--- src/rtl/lane_interleaver.sv ---
// lane_interleaver: captures one N_LANES-wide frame and serialises it in lane order,
// with valid/ready handshakes on both sides and an optional compact (skip invalid) mode.
module lane_interleaver #(
    parameter int DATA_WIDTH = 8,
    parameter int N_LANES    = 4,
    parameter int LANE_W     = $clog2(N_LANES)
) (
    input  logic                          clk,
    input  logic                          reset_L,
    input  logic                          mode_compact,
    input  logic [N_LANES-1:0]            valid_in,
    input  logic [N_LANES*DATA_WIDTH-1:0] data_in,
    output logic                          in_ready,
    output logic [DATA_WIDTH-1:0]         data_out,
    output logic                          valid_out,
    output logic [LANE_W-1:0]             lane_out,
    output logic                          frame_end,
    input  logic                          out_ready
);
    typedef enum logic {IDLE, DRAIN} state_t;

    state_t                  state, state_nx;
    logic [DATA_WIDTH-1:0]   frame_q [N_LANES];
    logic [N_LANES-1:0]      mask_q;
    logic                    compact_q;
    logic [LANE_W-1:0]       ptr_q, ptr_nx;
    logic [LANE_W-1:0]       first_ptr, above_ptr;
    logic                    has_above, is_last, drain, advance, capture;

    // Lowest set bit of the incoming valids, and lowest mask bit above the pointer.
    always_comb begin
        first_ptr = '0;
        above_ptr = '0;
        has_above = 1'b0;
        for (int i = N_LANES - 1; i >= 0; i--) begin
            if (valid_in[i])
                first_ptr = LANE_W'(i);
            if (mask_q[i] && LANE_W'(i) > ptr_q) begin
                above_ptr = LANE_W'(i);
                has_above = 1'b1;
            end
        end
    end

    assign drain     = (state == DRAIN);
    assign is_last   = compact_q ? !has_above : (ptr_q == LANE_W'(N_LANES - 1));
    assign valid_out = drain && mask_q[ptr_q];
    assign data_out  = valid_out ? frame_q[ptr_q] : '0;
    assign lane_out  = drain ? ptr_q : '0;
    assign frame_end = drain && is_last;
    assign advance   = drain && (out_ready || !valid_out);
    assign in_ready  = reset_L && (!drain || (advance && is_last));
    assign capture   = in_ready && |valid_in;

    always_comb begin
        state_nx = state;
        ptr_nx   = ptr_q;
        if (capture) begin
            state_nx = DRAIN;
            ptr_nx   = mode_compact ? first_ptr : '0;
        end else if (advance && is_last) begin
            state_nx = IDLE;
            ptr_nx   = '0;
        end else if (advance) begin
            ptr_nx   = compact_q ? above_ptr : ptr_q + LANE_W'(1);
        end
    end

    always_ff @(posedge clk or negedge reset_L) begin
        if (!reset_L) begin
            state     <= IDLE;
            ptr_q     <= '0;
            mask_q    <= '0;
            compact_q <= 1'b0;
            for (int i = 0; i < N_LANES; i++)
                frame_q[i] <= '0;
        end else begin
            state <= state_nx;
            ptr_q <= ptr_nx;
            if (capture) begin
                mask_q    <= valid_in;
                compact_q <= mode_compact;
                for (int i = 0; i < N_LANES; i++)
                    frame_q[i] <= data_in[i*DATA_WIDTH +: DATA_WIDTH];
            end
        end
    end
endmodule

--- config.mk ---
export PLATFORM = sky130hd
export DESIGN_NAME = lane_interleaver
export DESIGN_NICKNAME = d
export VERILOG_FILES = /design/src/rtl/lane_interleaver.sv
export SDC_FILE = /design/constraint.sdc
export NUM_CORES = 1
export LEC_CHECK = 0
export BUFFER_PORTS_ARGS = -buffer_cell sky130_fd_sc_hd__buf_2
export CAP_MARGIN = 20
export CORE_ASPECT_RATIO = 1.75
export CORE_MARGIN = 2
export CORE_UTILIZATION = 35
export CTS_CLUSTER_SIZE = 20
export DETAILED_ROUTE_END_ITERATION = 8
export SYNTH_ARGS = -nofsm -noshare
export SYNTH_HDL_FRONTEND = slang
export SYNTH_SLANG_ARGS = --single-unit
--- constraint.sdc ---
create_clock -name clk -period 2.2 [get_ports clk]
set_clock_uncertainty 0.1 [all_clocks]
set_input_delay 0.33 -clock clk [delete_from_list [all_inputs] [get_ports clk]]
set_output_delay 0.33 -clock clk [all_outputs]
set_load 0.1 [all_outputs]
[Word level (Yosys, flattened, before mapping)]
Index checks and enable logic that the tools add are counted.
Storage, ports and cells
  bits in registers: 40
  bits in latches: 0
  RAM bits: 0
  bits in read-only memories: 0
  bits of input ports: 40
  logic and storage cells: 62
  memories: 0
Cells by class
  add/sub/neg operators: 1
  multiply operators: 0
  divide/modulo/power cells: 0
  order comparisons: 6
  equal/unequal tests: 1
  shifts and indexed selects: 0
  multiplexer cells: 27
  bitwise gates (word level): 1
  reduce and logical (&&, ||, !) cells: 18
Operators with widths (number)
  $mux 2: 14
  $mux 8: 3
  $bmux 8 s2: 1
  $logic_and 1x1->1: 10
  $mux 1: 8
  $gt 1x2->1 const A: 2
  $gt 2x2->1 const A: 2
  $reduce_or 4->1: 1
  $ge 3x3->1 const B: 1
  $logic_not 1->1: 3
  $lt 2x3->1 const B: 1
  $not 2->3: 1
  $reduce_bool 3->1: 1
  $add 2x1->2 const B: 1
  $bmux 1 s2: 1
  $eq 2x2->1 const B: 1
  $logic_or 1x1->1: 2
  $reduce_bool 2->1: 1

[Logic depth before layout (Yosys ltp)]
Gate-level depths: netlist of run 1.
  depth after elaboration: 13
  gate-level depth with buffers: 10
  depth with buffers taken out: 7

[Worst setup path after synthesis of run 1]
No wires, ideal clock.
  kind: register to output
  start: reg ptr_q[1]
  end: out frame_end
  arrival: 2.567 ns
  setup slack: -0.797 ns
  cell stages (with the launch flop): 7
  buffers on the path: 1
  path through: dfrtp_1 -> clkbuf_1 -> inv_1 -> ha_1 -> nand3_1 -> o211ai_1 -> nor2_1
Between the ends
  word-level cells in the longest chain between the ends: 9
  elaborated cells between the ends (all ways): 16
  those cells by class: 4 x order compare; 1 x eq/ne; 5 x mux; 6 x reduce/logical
RTL lines
  start, declared: line 26  | logic [LANE_W-1:0] ptr_q, ptr_nx;
  start signal, assigned: line 79  | ptr_q <= ptr_nx;
  $gt 2x2->1: line 38  | if (mask_q[i] && LANE_W'(i) > ptr_q) begin
  $logic_and 1x1->1: line 38
  $mux 1 (4 in series): line 38
  $logic_not 1->1: line 46  | assign is_last = compact_q ? !has_above : (ptr_q == LANE_W'(N_LANES - 1));
  $mux 1 *: line 46
  $logic_and 1x1->1 *: line 50  | assign frame_end = drain && is_last;
  end, declared: line 17  | output logic frame_end,
Mark *: on every way between the ends. The rest lies on a longest branch, timed or not.

[Worst setup path after layout of run 1]
  start: reg ptr_q[1]
  end: out in_ready
Between the ends
  word-level cells in the longest chain between the ends: 11
  elaborated cells between the ends (all ways): 24
  those cells by class: 4 x order compare; 1 x eq/ne; 7 x mux; 12 x reduce/logical
RTL lines
  $gt 2x2->1: line 38
  $logic_and 1x1->1: line 38
  $mux 1 (4 in series): line 38
  $logic_not 1->1: line 46
  $mux 1: line 46
  $logic_and 1x1->1 *: line 52  | assign in_ready = reset_L && (!drain || (advance && is_last));
  $logic_or 1x1->1 *: line 52
  $logic_and 1x1->1 *: line 52
  end, declared: line 13  | output logic in_ready,
Mark *: on every way between the ends. The rest lies on a longest branch, timed or not. The select of a mux whose other input is x is not followed.

==> results of run 1 <==
==> metal layers <==
metal / wire length (µm) / part of all wire [%] / global-route usage, % / up-vias
li1: - / - / - / 716
met1: 1960 / 38 / 18.1 / 778
met2: 2930 / 56 / 28.1 / 41
met3: 181 / 3.5 / 3.09 / 13
met4: 131 / 2.5 / 7.30 / 0
met5: 0 / 0 / 0 / -
==> stage by stage <==
step / util (%) / hold WS (ps) / TNS [ps]
after global routing: 54.7 / 78.1 / -6630
after detailed placement: 44.5 / 381 / -155
after CTS: 51.6 / 64.5 / -2290
final: 54.7 / 32.4 / -4050
after global placement: 44.5 / 374 / 0
after floorplan: - / -65.6 / -2680
==> layout by cell type (no fill, tap or decap), types with 3 or more instances in the layout <==
| master | count |
|---|---|
| buf_12 | 11 |
| buf_2 | 39 |
| buf_4 | 24 |
| buf_6 | 12 |
| clkbuf_16 | 4 |
| clkbuf_8 | 6 |
| dfrtp_1 | 38 |
| inv_1 | 5 |
| mux2_2 | 29 |
| mux2_4 | 9 |
| mux4_2 | 8 |
| nand2_1 | 3 |
| nor2_1 | 6 |
| nor2b_2 | 5 |
| nor2b_4 | 3 |
==> sequential cells by signal, summed over array words and instances, names as in the netlist <==
signal	flops
frame_q	32
ptr_q	2
compact_q	1
mask_q	4
drain	1
==> logic make-up (layout without fill, tap and decap cells) <==
logic type,Yosys count,in the layout,share of synthesized area (%)
DFF,40,40,48.3
and+or+nand+nor,32,32,8.52
adders and majority gates,3,3,1.81
AOI/OAI and AO/OA,12,12,5.14
muxes,48,48,32.4
buffers and inverters,12,105,3.81
==> cell type report <==
type / instances / area, µm²
Fill cell: 488 / 2620
Tap cell: 78 / 97.6
Multi-Input combinational cell: 95 / 1090
Clock buffer: 6 / 82.6
Inverter: 6 / 25.0
Timing Repair Buffer: 91 / 858
Sequential cell: 40 / 1000
Clock inverter: 2 / 10.0
==> how the worst max path moves through the flow <==
| stage | endpoint | slack, ps | cells after the start |
|---|---|---|---|
| 2_1_floorplan | valid_out | -320 | 3 |
| 3_3_place_gp | frame_q[23] | 40 | 8 |
| 3_5_place_dp | frame_q[25] | -20 | 8 |
| 4_1_cts | in_ready | -150 | 8 |
| 5_1_grt | ptr_q[0] | -270 | 14 |
| 6_report | in_ready | -180 | 8 |
==> repair_timing <==
| item | 4_1_cts | 5_1_grt |
|---|---|---|
| cloned | 2 | 4 |
| pin swaps | 7 | 5 |
| resized for setup | 36 | 10 |
| setup endpoints to repair | 40 | 49 |
| setup buffers | 19 | 10 |
==> worst max-delay path, delay by kind of cell (launching register included) <==
family                     cells  cell delay, ps
buffers and inverters          3             410
DFF                            1             450
adders and majority gates      1             140
AOI/OAI and AO/OA              2             300
and+or+nand+nor                2             350
==> flow_summary.json, run 1 <==
{
  "grt_max_degree": 43,
  "drive_gt1_share_pct": 70.4,
  "clock_path_buffers": 2,
  "ys_warn_count": 0,
  "cp.arrival_ps": 1950,
  "areaGrowthSynthToFinish_pct": 52.8,
  "antenna_found_initial": 0,
  "clock.fmax_mhz": 421,
  "place_area_mm2": 0.00257,
  "crit_top_cell": "buf_6",
  "max_stage_delay_ps": 450,
  "post-route-period-util_pct": 108,
  "antenna_left": 0,
  "slew_violations": 0,
  "ys_ff_latch": 40,
  "route.detailed.drc": 0,
  "place_congestion": 0.923,
  "start_util_pct": 35.8,
  "htreeDepth": 2,
  "cp_max_fo": 4,
  "die_h_um": 106,
  "seq_area_frac_synth_pct": 48.3,
  "grt-ovfl-total": 0,
  "rr_endpoint": "ptr_q[0]",
  "clk_latency_ps": 290,
  "postCtsHoldBufs": 0,
  "path_cells": "buf_6, ha_4, nand4bb_1, o211ai_1, o21ai_4, buf_6, and2_4, buf_12",
  "dp.cells": 282,
  "dp_slack_ps": -20.6,
  "wl_per_cell_um": 16.3,
  "synth.most_common_cell": "dfrtp_1",
  "violations": "setup timing",
  "synthArstFlopShare_pct": 100,
  "die_area_mm2": 0.00657,
  "nets": 282,
  "crit_required_ps": 1770,
  "crit_path_start": "ptr_q[1]",
  "cts_buffers": 5,
  "design_area_mm2": 0.00316,
  "hold_path.class": "primary input to async pin",
  "fin_crit_ps": 2380,
  "worstMarginPinSlew_ps": 525,
  "setup_viol": 39,
  "final_cells": 318,
  "syn_inst": 147,
  "rows": 37,
  "portBuffers": 52,
  "synth_top_area_cell": "dfrtp_1",
  "cp-start-kind": "flip-flop",
  "rsz0062_at_grt": "true",
  "cts_tree": "built",
  "root_buffer": "clkbuf_8",
  "r2r-start": "ptr_q[1]",
  "vias_per_cell": 4.87,
  "drt_iter0_drc": 58,
  "rr_worst_depth": 14,
  "ys.flop_type": "dfrtp_1",
  "dpl.hpwl_um": 3260,
  "synthTopCellsByArea": "dfrtp_1, mux2_2, mux4_2",
  "die_w_um": 62.1,
  "io_pins": 53,
  "outcome": "finished with violations",
  "finalWorstSetupSlack_ps": -176,
  "synthDistinctLibCells": 34,
  "hold_viol": 0,
  "max_cap_violations": 0,
  "core_mm2": 0.00579,
  "vias": 1548,
  "critPathKind": "flip-flop to output pin",
  "regToRegSetupSlack_ps": -160,
  "grt_pass1_vias": 1679,
  "grt_util_all_layers_pct": 15.8,
  "wl_um": 5200,
  "grt_first_pass_wirelength_um": 7940,
  "syn-num-nets": 190,
  "synth_edf_count": 0,
  "diodes": 0,
  "synth.avg_cell_area_um2": 14.1,
  "clk_pin_slew_ps": 80,
  "clock_sink_count": 40,
  "synth_top_area_share_pct": 48.3,
  "yosys-top-cells-count": "dfrtp_1, mux2_2, nor2_1, nor2b_1",
  "cpMaxStageDelayCell": "dfrtp_2",
  "end_kind": "output pin",
  "slew-limit-headroom_pct": 65.0,
  "drt_first_pass_iters": 4,
  "syn_area_mm2": 0.00207
}
Power of run 1 is left out: the tool's default activity adds up to more than one toggle a clock period on the data nets, which glitch-free logic cannot reach.
==> run 2: changes to the inputs <==
--- a/config.mk
+++ b/config.mk
@@ -7,7 +7,7 @@
 export LEC_CHECK = 0
 export BUFFER_PORTS_ARGS = -buffer_cell sky130_fd_sc_hd__buf_2
 export CAP_MARGIN = 20
-export CORE_ASPECT_RATIO = 1.75
+export CORE_ASPECT_RATIO = 2
 export CORE_MARGIN = 2
 export CORE_UTILIZATION = 35
 export CTS_CLUSTER_SIZE = 20
==> flow_summary.json, run 2 (synthesis results as in run 1) <==
{
  "nets": 266,
  "slew-limit-headroom_pct": 65.9,
  "cts_buffers": 5,
  "die_area_mm2": 0.00659,
  "finalWorstSetupSlack_ps": -81.6,
  "end_kind": "output pin",
  "clk_pin_slew_ps": 60,
  "cp_max_fo": 5,
  "hold_viol": 0,
  "antenna_found_initial": 0,
  "route.detailed.drc": 0,
  "largest_register_ff_count": 32,
  "post-route-period-util_pct": 104,
  "htreeDepth": 2,
  "clock_path_buffers": 2,
  "hold_path.class": "primary input to async pin",
  "die_h_um": 113,
  "dp_slack_ps": 42.7,
  "cp-start-kind": "flip-flop",
  "critPathKind": "flip-flop to output pin",
  "final_util_pct": 55.1,
  "vias": 1480,
  "crit_required_ps": 1770,
  "rsz0062_at_grt": "true",
  "regMostFlops": "frame_q",
  "dpl.hpwl_um": 3660,
  "final_cells": 284,
  "clock.fmax_mhz": 438,
  "seq_area_mm2": 0.00100,
  "core_mm2": 0.00571,
  "die_w_um": 58.4,
  "multiInputGateArea_mm2": 0.00113,
  "drt_iter0_drc": 16,
  "portBuffers": 52,
  "antenna_left": 0,
  "grt-ovfl-total": 0,
  "cts_tree": "built",
  "max_cap_violations": 0,
  "drt_first_pass_iters": 2,
  "violations": "setup timing",
  "place_congestion": 0.804,
  "rows": 39,
  "fin_crit_ps": 2280,
  "setup_viol": 16,
  "wl_um": 5040,
  "worstMarginPinSlew_ps": 512,
  "grt_max_degree": 42,
  "clock_sink_count": 40,
  "clk_latency_ps": 270,
  "vias_per_cell": 5.21,
  "wl_per_cell_um": 17.8,
  "fillers": 480,
  "drive_gt1_share_pct": 69.1,
  "root_buffer": "clkbuf_16",
  "diodes": 0,
  "grt_first_pass_wirelength_um": 7780,
  "dp.cells": 270,
  "postCtsHoldBufs": 0,
  "start_util_pct": 36.3,
  "io_pins": 53,
  "layout_common_cells": "buf_2, dfrtp_1, mux2_2, buf_12, buf_4",
  "final_common_cell": "buf_2",
  "outcome": "finished with violations",
  "slew_violations": 0,
  "grt_util_all_layers_pct": 16.1,
  "cp.arrival_ps": 1850,
  "reg.largest.list": "frame_q: 32 flops, mask_q: 4 flops, ptr_q: 2 flops",
  "timing.hold.ws_ps": 48.9,
  "grt_pass1_vias": 1609,
  "areaGrowthSynthToFinish_pct": 51.8
}
[run 2: changes by cell type in the layout (fill, tap and decap cells not counted), sizes merged]
cell	change
clkbuf	-3
bufinv	+2
buf	-14
clkinv	-2
[run 2: worst max-delay path: stages, from the launching register on]
cell	delay, ps
dfrtp_2	440
inv_2	100
ha_4	140
nand4bb_4	130
o211ai_1	160
o21ai_4	180
buf_6	110
and2_4	140
buf_12	160
[run 2: repair_timing]
item | in CTS | in global routing
pin swaps | 6 | 4
cloned | 0 | 2
buffers inserted | 6 | 1
resized for setup | 49 | 11
endpoints found under the setup margin | 11 | 47
[run 2: metrics by stage]
| stage | cell area (µm²) | setup TNS, ps |
|---|---|---|
| after floorplan | 2120 | -2680 |
| after global placement | 2600 | 0 |
| after detailed placement | 2600 | 0 |
| after CTS | 3030 | -601 |
| after global routing | 3140 | -2920 |
| final | 3140 | -564 |
[run 2: layout make-up]
type / instances / share of cell area, %
timing repair buffer: 75 / 23.0
clock inverter: 2 / 1.91
multi-input combinational: 95 / 36.0
sequential: 40 / 31.9
tap: 61 / 2.43
inverter: 6 / 0.716
clock buffer: 5 / 3.98
[run 2: final timing paths]
path                                   from     endpoint  slack [ps]  cells past startpoint
min in group clk                data_in[18]  frame_q[10]         180                      2
max in group asynchronous           reset_L     ptr_q[1]        1560                      2
worst max-delay path               ptr_q[0]     in_ready         -80                      8
worst min register to register  frame_q[12]  frame_q[12]         400                      1
worst min-delay path                reset_L   frame_q[8]          50                      2
worst max register to register     ptr_q[1]   frame_q[1]         -10                      8
[run 2: per-layer routing]
layer	GRT usage, %	share of wire, %	up-vias
met5	0	0	-
met4	6.05	1.8	0
met3	2.06	2.5	6
met2	30.6	59	35
met1	17.0	36	759
li1	-	-	680
Power of run 2 is left out for the same reason.
